## src/rtl/match_controller.sv

```systemverilog
// Two-player match sequencer: idle, rally, post-point pause and match-over,
// with per-player scores, seven-segment score decodes and a winner flag.
module match_controller #(
  parameter int WIN_SCORE   = 7,
  parameter int HOLD_CYCLES = 4
) (
  input  logic       clk,
  input  logic       reset,
  input  logic       win_l,
  input  logic       win_r,
  input  logic       start,
  output logic       play_en,
  output logic       field_reset,
  output logic [2:0] score_l,
  output logic [2:0] score_r,
  output logic [6:0] hex_l,
  output logic [6:0] hex_r,
  output logic [1:0] winner
);

  localparam logic [2:0] WIN_VAL   = 3'(WIN_SCORE);
  localparam logic [7:0] HOLD_LAST = 8'(HOLD_CYCLES - 1);

  typedef enum logic [1:0] {
    IDLE = 2'b00,
    PLAY = 2'b01,
    HOLD = 2'b10,
    OVER = 2'b11
  } state_t;

  state_t     state_q, state_d;
  logic [2:0] score_l_q, score_l_d;
  logic [2:0] score_r_q, score_r_d;
  logic [7:0] hold_cnt_q, hold_cnt_d;
  logic [1:0] winner_q, winner_d;
  logic       field_reset_q, field_reset_d;

  function automatic logic [6:0] seg_decode(input logic [2:0] value);
    logic [6:0] seg;
    case (value)
      3'd0:    seg = 7'b1000000;
      3'd1:    seg = 7'b1111001;
      3'd2:    seg = 7'b0100100;
      3'd3:    seg = 7'b0110000;
      3'd4:    seg = 7'b0011001;
      3'd5:    seg = 7'b0010010;
      3'd6:    seg = 7'b0000010;
      default: seg = 7'b1111000;
    endcase
    return seg;
  endfunction

  always_ff @(posedge clk or negedge reset) begin
    if (!reset) begin
      state_q       <= IDLE;
      score_l_q     <= 3'd0;
      score_r_q     <= 3'd0;
      hold_cnt_q    <= 8'd0;
      winner_q      <= 2'b00;
      field_reset_q <= 1'b0;
    end else begin
      state_q       <= state_d;
      score_l_q     <= score_l_d;
      score_r_q     <= score_r_d;
      hold_cnt_q    <= hold_cnt_d;
      winner_q      <= winner_d;
      field_reset_q <= field_reset_d;
    end
  end

  always_comb begin
    state_d    = state_q;
    score_l_d  = score_l_q;
    score_r_d  = score_r_q;
    hold_cnt_d = hold_cnt_q;
    winner_d   = winner_q;

    case (state_q)
      IDLE: begin
        if (start) begin
          state_d = PLAY;
        end
      end

      PLAY: begin
        // A simultaneous score from both sides is a replayed point.
        if (win_l && win_r) begin
          state_d    = HOLD;
          hold_cnt_d = 8'd0;
        end else if (win_l) begin
          score_l_d = score_l_q + 3'd1;
          if (score_l_d == WIN_VAL) begin
            state_d  = OVER;
            winner_d = 2'b01;
          end else begin
            state_d    = HOLD;
            hold_cnt_d = 8'd0;
          end
        end else if (win_r) begin
          score_r_d = score_r_q + 3'd1;
          if (score_r_d == WIN_VAL) begin
            state_d  = OVER;
            winner_d = 2'b10;
          end else begin
            state_d    = HOLD;
            hold_cnt_d = 8'd0;
          end
        end
      end

      HOLD: begin
        hold_cnt_d = hold_cnt_q + 8'd1;
        if (hold_cnt_q == HOLD_LAST) begin
          state_d = PLAY;
        end
      end

      OVER: begin
        if (start) begin
          state_d   = PLAY;
          score_l_d = 3'd0;
          score_r_d = 3'd0;
          winner_d  = 2'b00;
        end
      end

      default: state_d = IDLE;
    endcase

    // Pulse for the first cycle of every rally, whichever state it came from.
    field_reset_d = (state_d == PLAY) && (state_q != PLAY);
  end

  assign play_en     = (state_q == PLAY);
  assign field_reset = field_reset_q;
  assign score_l     = score_l_q;
  assign score_r     = score_r_q;
  assign winner      = winner_q;
  assign hex_l       = seg_decode(score_l_q);
  assign hex_r       = seg_decode(score_r_q);

endmodule

```

## config.mk

```make
export PLATFORM = sky130hd
export DESIGN_NAME = match_controller
export DESIGN_NICKNAME = d
export VERILOG_FILES = /design/src/rtl/match_controller.sv
export SDC_FILE = /design/constraint.sdc
export NUM_CORES = 1
export LEC_CHECK = 0
export ABC_AREA = 0
export CORE_ASPECT_RATIO = 2
export CORE_UTILIZATION = 50
export CTS_CLUSTER_DIAMETER = 50
export DETAILED_ROUTE_END_ITERATION = 12
export GPL_TIMING_DRIVEN = 0
export PLACE_DENSITY = 0.86
export SLEW_MARGIN = 20
export SYNTH_ARGS = -nofsm -noshare
export SYNTH_HDL_FRONTEND = slang
export SYNTH_SLANG_ARGS = --single-unit
```

## constraint.sdc

```tcl
create_clock -name clk -period 2.88 [get_ports clk]
set_clock_uncertainty 0.1 [all_clocks]
set_input_delay 0.72 -clock clk [delete_from_list [all_inputs] [get_ports clk]]
set_output_delay 0.72 -clock clk [all_outputs]
set_load 0.01 [all_outputs]
```

==> out/metrics.sh, run 1 <==
LEAKAGEPOWER_nW=0.892
SYNTH.NET_COUNT=188
PATH_MAX_FANOUT=5
DRC_ERRORS=0
FLOORPLAN.INITIALDENSITY_PCT=52.7
CLOCK_TREE.BUFFER_DEPTH=2
CORE_AREA_MM2=0.00277
POWER_FRAC_SEQ_PCT=21.6
DRT_ITER0_DRC=30
CLOCK_SINKS=19
FP.DIEH_UM=78.4
FINALCRITICALPERIOD_PS=2780
INSERTION_DELAY_PS=260
POSTCTSHOLDBUFS=0
WORSTPATHARRIVAL_PS=1960
TIMING_WORST_SLEW_PIN_VALUE_PS=844
TIMING.CRITICAL_PATH.FROM_TYPE='register'
YOSYS-TOP-CELLS-AREA='sky130_fd_sc_hd__dfrtp_1, sky130_fd_sc_hd__ha_1, sky130_fd_sc_hd__o21ai_0'
POST-SYNTH-TOP-AREA-FRACTION_PCT=32.6
RUN_STATUS='complete, no violations'
FIRSTDRTPASSITERS=4
CRITICAL-PATH-SLOWEST-CELL='sky130_fd_sc_hd__clkdlybuf4s50_1'
SYNTH_SEQ_CELLS=19
ROOT_BUFFER='sky130_fd_sc_hd__clkbuf_8'
WORST_MIN_DELAY_PATH_CLASS='reg2reg'
WIRE_PER_INST_UM=15.0
WORST_SLEW_MARGIN_REL_PCT=43.6
SYN-INSTANCE-COUNT=168
MIN_PERIOD_OVER_PERIOD_PCT=96.5
CELL_INTERNAL_POWER_DISSIPATION_W=0.00113
POST_SYNTHESIS_MEAN_INSTANCE_AREA_UM2=8.69
POWER_PER_CELL_AREA_mW_PER_MM2=1070
TIMING.FMAX_MHz=360
VDD.IR_DROP.WORST_V=0.000585
COMB_POWER_SHARE_PCT=68.9
NFILLCELLS=234
TIMING.RR.START='score_r[2]'
SYNTHDOMINANTAREACELLTYPE='sky130_fd_sc_hd__dfrtp_1'
CTS_MADE_BUFFERS=3
WIRELENGTH_UM=3520
SYNTH-WARNING-COUNT=0
GLOBAL_ROUTE_WIRE_LENGTH_BEFORE_REPAIR_UM=5310
YOSYS.CELL_TYPES.COUNT=37
DESIGN_POWER_TOTAL_W=0.00201
TOTAL_OVERFLOW_REPORTED_BY_THE_GLOBAL_ROUTER=0
WORST_PATH_CLASS_SETUP='reg2out'
PWR-SHARE-CLK_PCT=9.4
MOST_COMMON_FLOP_CELL_MAPPED_BY_YOSYS='sky130_fd_sc_hd__dfrtp_1'
FINAL_HOLD_VIOLATING_ENDPOINTS=0
DRT.ANTENNA.VIOLATING_NETS=0
FINAL_NET_COUNT=226
FIRST_GLOBAL_VIAS=1287
TIMING.FINAL.WS_SETUP_PS=101
CLKSLEWWORSTSETUPHOLDPATHS_PS=70
CP_CELL_SEQUENCE='ha_1, nor2b_1, o21ai_0, a21o_1, clkdlybuf4s50_1'
FLOORPLAN.DIE_AREA_MM2=0.00315
MAX_CAP_VIOLATIONS=0
COUNT_OF_INPUT_AND_OUTPUT_BUFFERS=28
DIE_X_UM=40.2
SYNTH_AREA_MM2=0.00146
DP_SLACK_PS=-14.1
ROUTED_VIA_DENSITY=5.99
TIMING.CRITICAL_PATH.REQUIRED_PS=2060
GRT_START_MAX_NET_PINS=20
POST_LAYOUT_NONFILLER_INSTANCES=234
HOLDCRITSTARTPOINT='hold_cnt_q[7]'
SYN2LAYOUT_AREA_GROWTH_PCT=28.4
DIODES_INSERTED=0
SETUP.WORST_PATH.END_CLASS='output port'
RSZ_0062_RAISED_AFTER_GLOBAL_ROUTING='no'
REPORT.FINAL.SLEW_VIOL_COUNT=0
SHARE_OF_LAYOUT_CELLS_ABOVE_DRIVE_STRENGTH_1_PCT=11.7
BOUNDARYPINS=29
ROUTED-VIA-COUNT=1402
CLOCK_TREE_FROM_TRITONCTS='built'
POWER.NET_SWITCHING_W=0.000883
SETUP_VIOL_COUNT_FINAL=0
GR-USAGE-ALL-LAYERS_PCT=24.1
ASYNCSETRESETFLOPFRACSYNTH_PCT=100
CTSHTREEMAXLEVEL=1
SWITCHING_SHARE_PCT=43.9
NUMBER_OF_SYNTHESIZED_FLOPS_WITH_AN_ENABLE_PIN=0
ROWS=27
CRIT_START='score_l[0]'
SLOWEST_DELAY_PS=520
SEQ_AREA_FRAC_SYNTH_PCT=32.6
ROUTABILITY_CONGESTION=0.792
GRT_ANTENNA_BEFORE_REPAIR=0
PLACE.DETAILED.INSTANCES=225
DETAILED_PLACE_HPWL_UM=2610
==> synthesized netlist by cell type, types with 2 or more instances <==
| master | n |
|---|---|
| sky130_fd_sc_hd__a211oi_1 | 2 |
| sky130_fd_sc_hd__a21o_1 | 3 |
| sky130_fd_sc_hd__a21oi_1 | 9 |
| sky130_fd_sc_hd__a22o_1 | 4 |
| sky130_fd_sc_hd__a31oi_1 | 2 |
| sky130_fd_sc_hd__and2_1 | 2 |
| sky130_fd_sc_hd__clkbuf_1 | 3 |
| sky130_fd_sc_hd__dfrtp_1 | 19 |
| sky130_fd_sc_hd__ha_1 | 15 |
| sky130_fd_sc_hd__inv_1 | 16 |
| sky130_fd_sc_hd__mux2_2 | 3 |
| sky130_fd_sc_hd__mux2i_1 | 2 |
| sky130_fd_sc_hd__nand2_1 | 9 |
| sky130_fd_sc_hd__nand2b_1 | 2 |
| sky130_fd_sc_hd__nand3_1 | 5 |
| sky130_fd_sc_hd__nor2_1 | 11 |
| sky130_fd_sc_hd__nor2b_1 | 5 |
| sky130_fd_sc_hd__nor3_1 | 8 |
| sky130_fd_sc_hd__o21a_1 | 4 |
| sky130_fd_sc_hd__o21ai_0 | 16 |
| sky130_fd_sc_hd__o31ai_1 | 10 |
| sky130_fd_sc_hd__o41ai_2 | 2 |
| sky130_fd_sc_hd__or3_1 | 2 |
==> cells by family (layout without fill, tap and decap cells) <==
| family | Yosys count | in the layout | share of synthesized area [%] |
|---|---|---|---|
| AND/OR/NAND/NOR | 49 | 49 | 17.3 |
| multiplexers | 5 | 5 | 3.68 |
| flip-flops | 19 | 19 | 32.6 |
| buffers and inverters | 22 | 59 | 6.25 |
| adder cells (fa/ha/maj) | 15 | 15 | 12.9 |
| AO/OA/AOI/OAI | 58 | 58 | 27.3 |
==> power groups by stage <==
| stage | clock network (W) | registers (W) | logic [W] |
|---|---|---|---|
| after floorplan | 0 | 0.000448 | 0.000769 |
| after global placement | 0 | 0.000434 | 0.00129 |
| after detailed placement | 0 | 0.000445 | 0.00134 |
| after CTS | 0.000190 | 0.000430 | 0.00138 |
| after global routing | 0.000204 | 0.000445 | 0.00152 |
| final | 0.000190 | 0.000435 | 0.00138 |
==> placed cells by master (no fill, tap or decap), types with 5 or more instances in the layout <==
cell type and n:
sky130_fd_sc_hd__a21oi_1 9, sky130_fd_sc_hd__buf_4 5, sky130_fd_sc_hd__clkdlybuf4s50_1 22, sky130_fd_sc_hd__dfrtp_1 16
sky130_fd_sc_hd__ha_1 13, sky130_fd_sc_hd__inv_1 16, sky130_fd_sc_hd__nand2_1 9, sky130_fd_sc_hd__nand3_1 5
sky130_fd_sc_hd__nor2_1 10, sky130_fd_sc_hd__nor2b_1 5, sky130_fd_sc_hd__nor3_1 8, sky130_fd_sc_hd__o21ai_0 15
sky130_fd_sc_hd__o31ai_1 10
==> metrics by stage <==
stage	cell area [µm²]	hold slack, ps	utilization (%)	setup TNS (ps)
6_report	1870	419	67.7	0
5_1_grt	1870	427	67.7	0
4_1_cts	1850	419	66.9	0
3_5_place_dp	1780	410	64.1	-14.1
3_3_place_gp	1780	386	64.1	0
2_1_floorplan	1460	324	-	0
==> what timing repair did <==
item,in CTS,in global routing
resized for setup,5,11
endpoints found under the setup margin,5,6
setup buffers,4,1
==> flip-flops by register name (all words and copies together), names as in the netlist <==
signal / flops
winner: 2
field_reset: 1
hold_cnt_q: 8
score_r: 3
state_q: 2
score_l: 3
==> metal layers <==
metal | track usage [%] | share of wire [%] | vias up
li1 | - | - | 685
met4 | 11.7 | 3.5 | 0
met1 | 21.4 | 35 | 657
met5 | 0 | 0 | -
met3 | 1.69 | 3.5 | 13
met2 | 46.8 | 58 | 47
==> layout make-up <==
cell class	count	area, µm²	share of cell area, %
Clock buffer	4	45.0	2.40
Inverter	17	63.8	3.40
Timing Repair Buffer	33	322	17.2
Sequential cell	19	479	25.6
Multi-Input combinational cell	127	901	48.1
Buffer	5	27.5	1.47
Tap cell	29	36.3	1.94
==> worst max-delay path, delay by kind of cell (launching register included) <==
family                   cells  cell delay [ps]
AO/OA/AOI/OAI                2              310
flip-flops                   1              440
AND/OR/NAND/NOR              1              160
buffers and inverters        1              520
adder cells (fa/ha/maj)      1              260
==> worst paths after layout <==
path | to | slack (ps) | depth (start not counted)
worst max-delay path | hex_l[5] | 100 | 5
worst min-delay path | hold_cnt_q[7] | 420 | 1
worst max register to register | hold_cnt_q[7] | 310 | 9
worst min register to register | hold_cnt_q[7] | 420 | 1
max in group asynchronous | score_l[0] | 1270 | 1
min in group asynchronous | hold_cnt_q[4] | 840 | 1
Note: power is estimated with default switching activity, not from simulation.
==> run 2: changes to the inputs <==
--- a/config.mk
+++ b/config.mk
@@ -7,11 +7,11 @@
 export LEC_CHECK = 0
 export ABC_AREA = 0
 export CORE_ASPECT_RATIO = 2
-export CORE_UTILIZATION = 50
+export CORE_UTILIZATION = 46
 export CTS_CLUSTER_DIAMETER = 50
 export DETAILED_ROUTE_END_ITERATION = 12
 export GPL_TIMING_DRIVEN = 0
-export PLACE_DENSITY = 0.86
+export PLACE_DENSITY = 0.83
 export SLEW_MARGIN = 20
 export SYNTH_ARGS = -nofsm -noshare
 export SYNTH_HDL_FRONTEND = slang
==> constraint.sdc (replaced) <==
create_clock -name clk -period 2.4 [get_ports clk]
set_clock_uncertainty 0.1 [all_clocks]
set_input_delay 0.6 -clock clk [delete_from_list [all_inputs] [get_ports clk]]
set_output_delay 0.6 -clock clk [all_outputs]
set_load 0.01 [all_outputs]
==> run 2 against run 1 <==
- the flow now finishes with violations (setup timing)
- non-clock buffer count up 1
- die area rose by 8.4%
- routed wire length grew 9.3%
- worst hold slack gained 3.4 ps
- global-route usage is 0.67 points lower
==> out/metrics.sh, run 2 (same netlist as run 1, synthesis figures left out) <==
POST_LAYOUT_NONFILLER_INSTANCES=236
DIE_X_UM=41.8
FINALCRITICALPERIOD_PS=2480
GR-USAGE-ALL-LAYERS_PCT=23.4
TIMING.FINAL.WS_SETUP_PS=-75.4
ROWS=28
CLOCK_SINKS=19
CTS_MADE_BUFFERS=3
CTSHTREEMAXLEVEL=1
FINAL_CELL_MIX='sky130_fd_sc_hd__dfrtp_1, sky130_fd_sc_hd__o21ai_0, sky130_fd_sc_hd__clkdlybuf4s50_1'
RUN_STATUS='finished with violations'
SHARE_OF_LAYOUT_CELLS_ABOVE_DRIVE_STRENGTH_1_PCT=23.8
CRIT_START='score_r[1]'
CP-ENDPOINT='hold_cnt_q[7]'
INSERTION_DELAY_PS=260
CRITICAL_PATH_CELL_COUNT=9
TIMING.CRITICAL_PATH.REQUIRED_PS=2460
WIRELENGTH_UM=3840
FLOORPLAN.INITIALDENSITY_PCT=49.0
POSTCTSHOLDBUFS=0
TIMING.RR.START='score_r[1]'
ROUTABILITY_CONGESTION=0.885
LARGEST_REGISTER_FFS=8
ROUTED_VIA_DENSITY=6.11
FIRSTDRTPASSITERS=4
REPORT.FINAL.SLEW_VIOL_COUNT=0
SLOWEST_DELAY_PS=450
FLOORPLAN.DIE_AREA_MM2=0.00342
SETUP.WORST_PATH.END_CLASS='register'
LEAKAGEPOWER_nW=0.958
GRT_START_MAX_NET_PINS=20
DRC_ERRORS=0
WORSTPATHARRIVAL_PS=2540
PATH_MAX_FANOUT=10
FIRST_GLOBAL_VIAS=1509
PLACE.DETAILED.INSTANCES=226
WORST_SLEW_MARGIN_REL_PCT=41.4
WORST_PATH_CLASS_SETUP='reg2reg'
TIMING.REG2REG.WORST_PATH_DEPTH=9
ROUTED-VIA-COUNT=1441
FINAL_NET_COUNT=227
FINAL_HOLD_VIOLATING_ENDPOINTS=0
REGMOSTFLOPS='hold_cnt_q'
TIMING.FMAX_MHz=404
TIMING_WORST_SLEW_PIN_VALUE_PS=876
PLACED_AREA_MM2=0.00178
WORST-R2R-SETUP-SLACK_PS=-80
RR_ENDPOINT='hold_cnt_q[7]'
DETAILED_PLACE_HPWL_UM=2700
FP.DIEH_UM=81.7
CORE_AREA_MM2=0.00298
CLOCK_TREE.BUFFER_DEPTH=2
DRT_ITER0_DRC=43
GRT_ANTENNA_BEFORE_REPAIR=0
CLOCK_TREE_FROM_TRITONCTS='built'
FINAL_CORE_UTILIZATION_PCT=67.9
WORST_MIN_DELAY_PATH_CLASS='reg2reg'
CP_CELL_SEQUENCE='buf_4, ha_4, ha_4, nor2b_1, o211a_1, buf_6, or3_1, buf_6, o41ai_2'
WORST-PATH-BUF-INV=3
MOST_FREQUENT_STANDARD_CELL_IN_THE_LAYOUT_EXCLUDING_FILL_AND_TAP_CELLS='sky130_fd_sc_hd__dfrtp_1'
DESIGN_POWER_TOTAL_W=0.00260
CRITPATHTOPFAMILY='compound AO/OA/AOI/OAI gates'
MAX_CAP_VIOLATIONS=0
FINAL_CELL_AREA_MM2=0.00202
TOTAL_OVERFLOW_REPORTED_BY_THE_GLOBAL_ROUTER=0
BOUNDARYPINS=29
DRT.ANTENNA.VIOLATING_NETS=0
CRITICAL-PATH-SLOWEST-CELL='sky130_fd_sc_hd__dfrtp_2'
VDD.IR_DROP.WORST_V=0.000604
CLKSLEWWORSTSETUPHOLDPATHS_PS=70
WIRE_PER_INST_UM=16.3
DP_SLACK_PS=-403
POWER_PER_CELL_AREA_mW_PER_MM2=1280
ROOT_BUFFER='sky130_fd_sc_hd__clkbuf_8'
DIODES_INSERTED=0
NFILLCELLS=235
TIMING.CRITICAL_PATH.FROM_TYPE='register'
FAILED_CHECKS='setup timing'
RSZ_0062_RAISED_AFTER_GLOBAL_ROUTING='yes'
SETUP_VIOL_COUNT_FINAL=3
MIN_PERIOD_OVER_PERIOD_PCT=103
GLOBAL_ROUTE_WIRE_LENGTH_BEFORE_REPAIR_UM=6290
SYN2LAYOUT_AREA_GROWTH_PCT=38.6
COUNT_OF_INPUT_AND_OUTPUT_BUFFERS=28
==> run 2: how the worst min path moves through the flow <==
stage | from | to | depth (start not counted)
after floorplan | reset | field_reset | 0
after global placement | hold_cnt_q[7] | hold_cnt_q[7] | 1
after detailed placement | hold_cnt_q[7] | hold_cnt_q[7] | 1
after CTS | hold_cnt_q[7] | hold_cnt_q[7] | 1
after global routing | hold_cnt_q[7] | hold_cnt_q[7] | 1
final | hold_cnt_q[7] | hold_cnt_q[7] | 1
==> run 2: what timing repair did <==
action / in CTS / in global routing
resized for setup: 43 / 31
setup buffers: 7 / 0
pin swaps: 1 / 1
endpoints found under the hold margin: 0 / 0
setup endpoints to repair: 19 / 15
==> run 2: layout make-up <==
class | count | area [µm²] | share of cell area [%]
multi-input cells | 127 | 1030 | 51.1
flip-flops and latches | 19 | 479 | 23.7
repair buffers | 35 | 323 | 16.0
inverters | 17 | 71.3 | 3.53
clock buffers | 4 | 45.0 | 2.23
well taps | 30 | 37.5 | 1.86
plain buffers | 4 | 33.8 | 1.67
==> run 2: metal layers <==
layer,GRT usage (%),vias up,wire [µm]
li1,-,683,-
met1,21.7,719,1330
met2,49.4,31,2340
met3,1.76,8,95
met4,10.0,0,82
met5,0,-,0
==> run 2: through the flow <==
stage	hold WS [ps]	setup TNS, ps
after floorplan	204	0
after global routing	427	-587
final	422	-135
after detailed placement	401	-2340
after global placement	394	-1810
after CTS	410	-85.0
==> run 2: power breakdown <==
part           total (W)  switching, W  internal [W]
Sequential      0.000541      0.000124      0.000417
Combinational    0.00184      0.000952      0.000887
Clock           0.000220      0.000102      0.000118
Total            0.00260       0.00118       0.00142
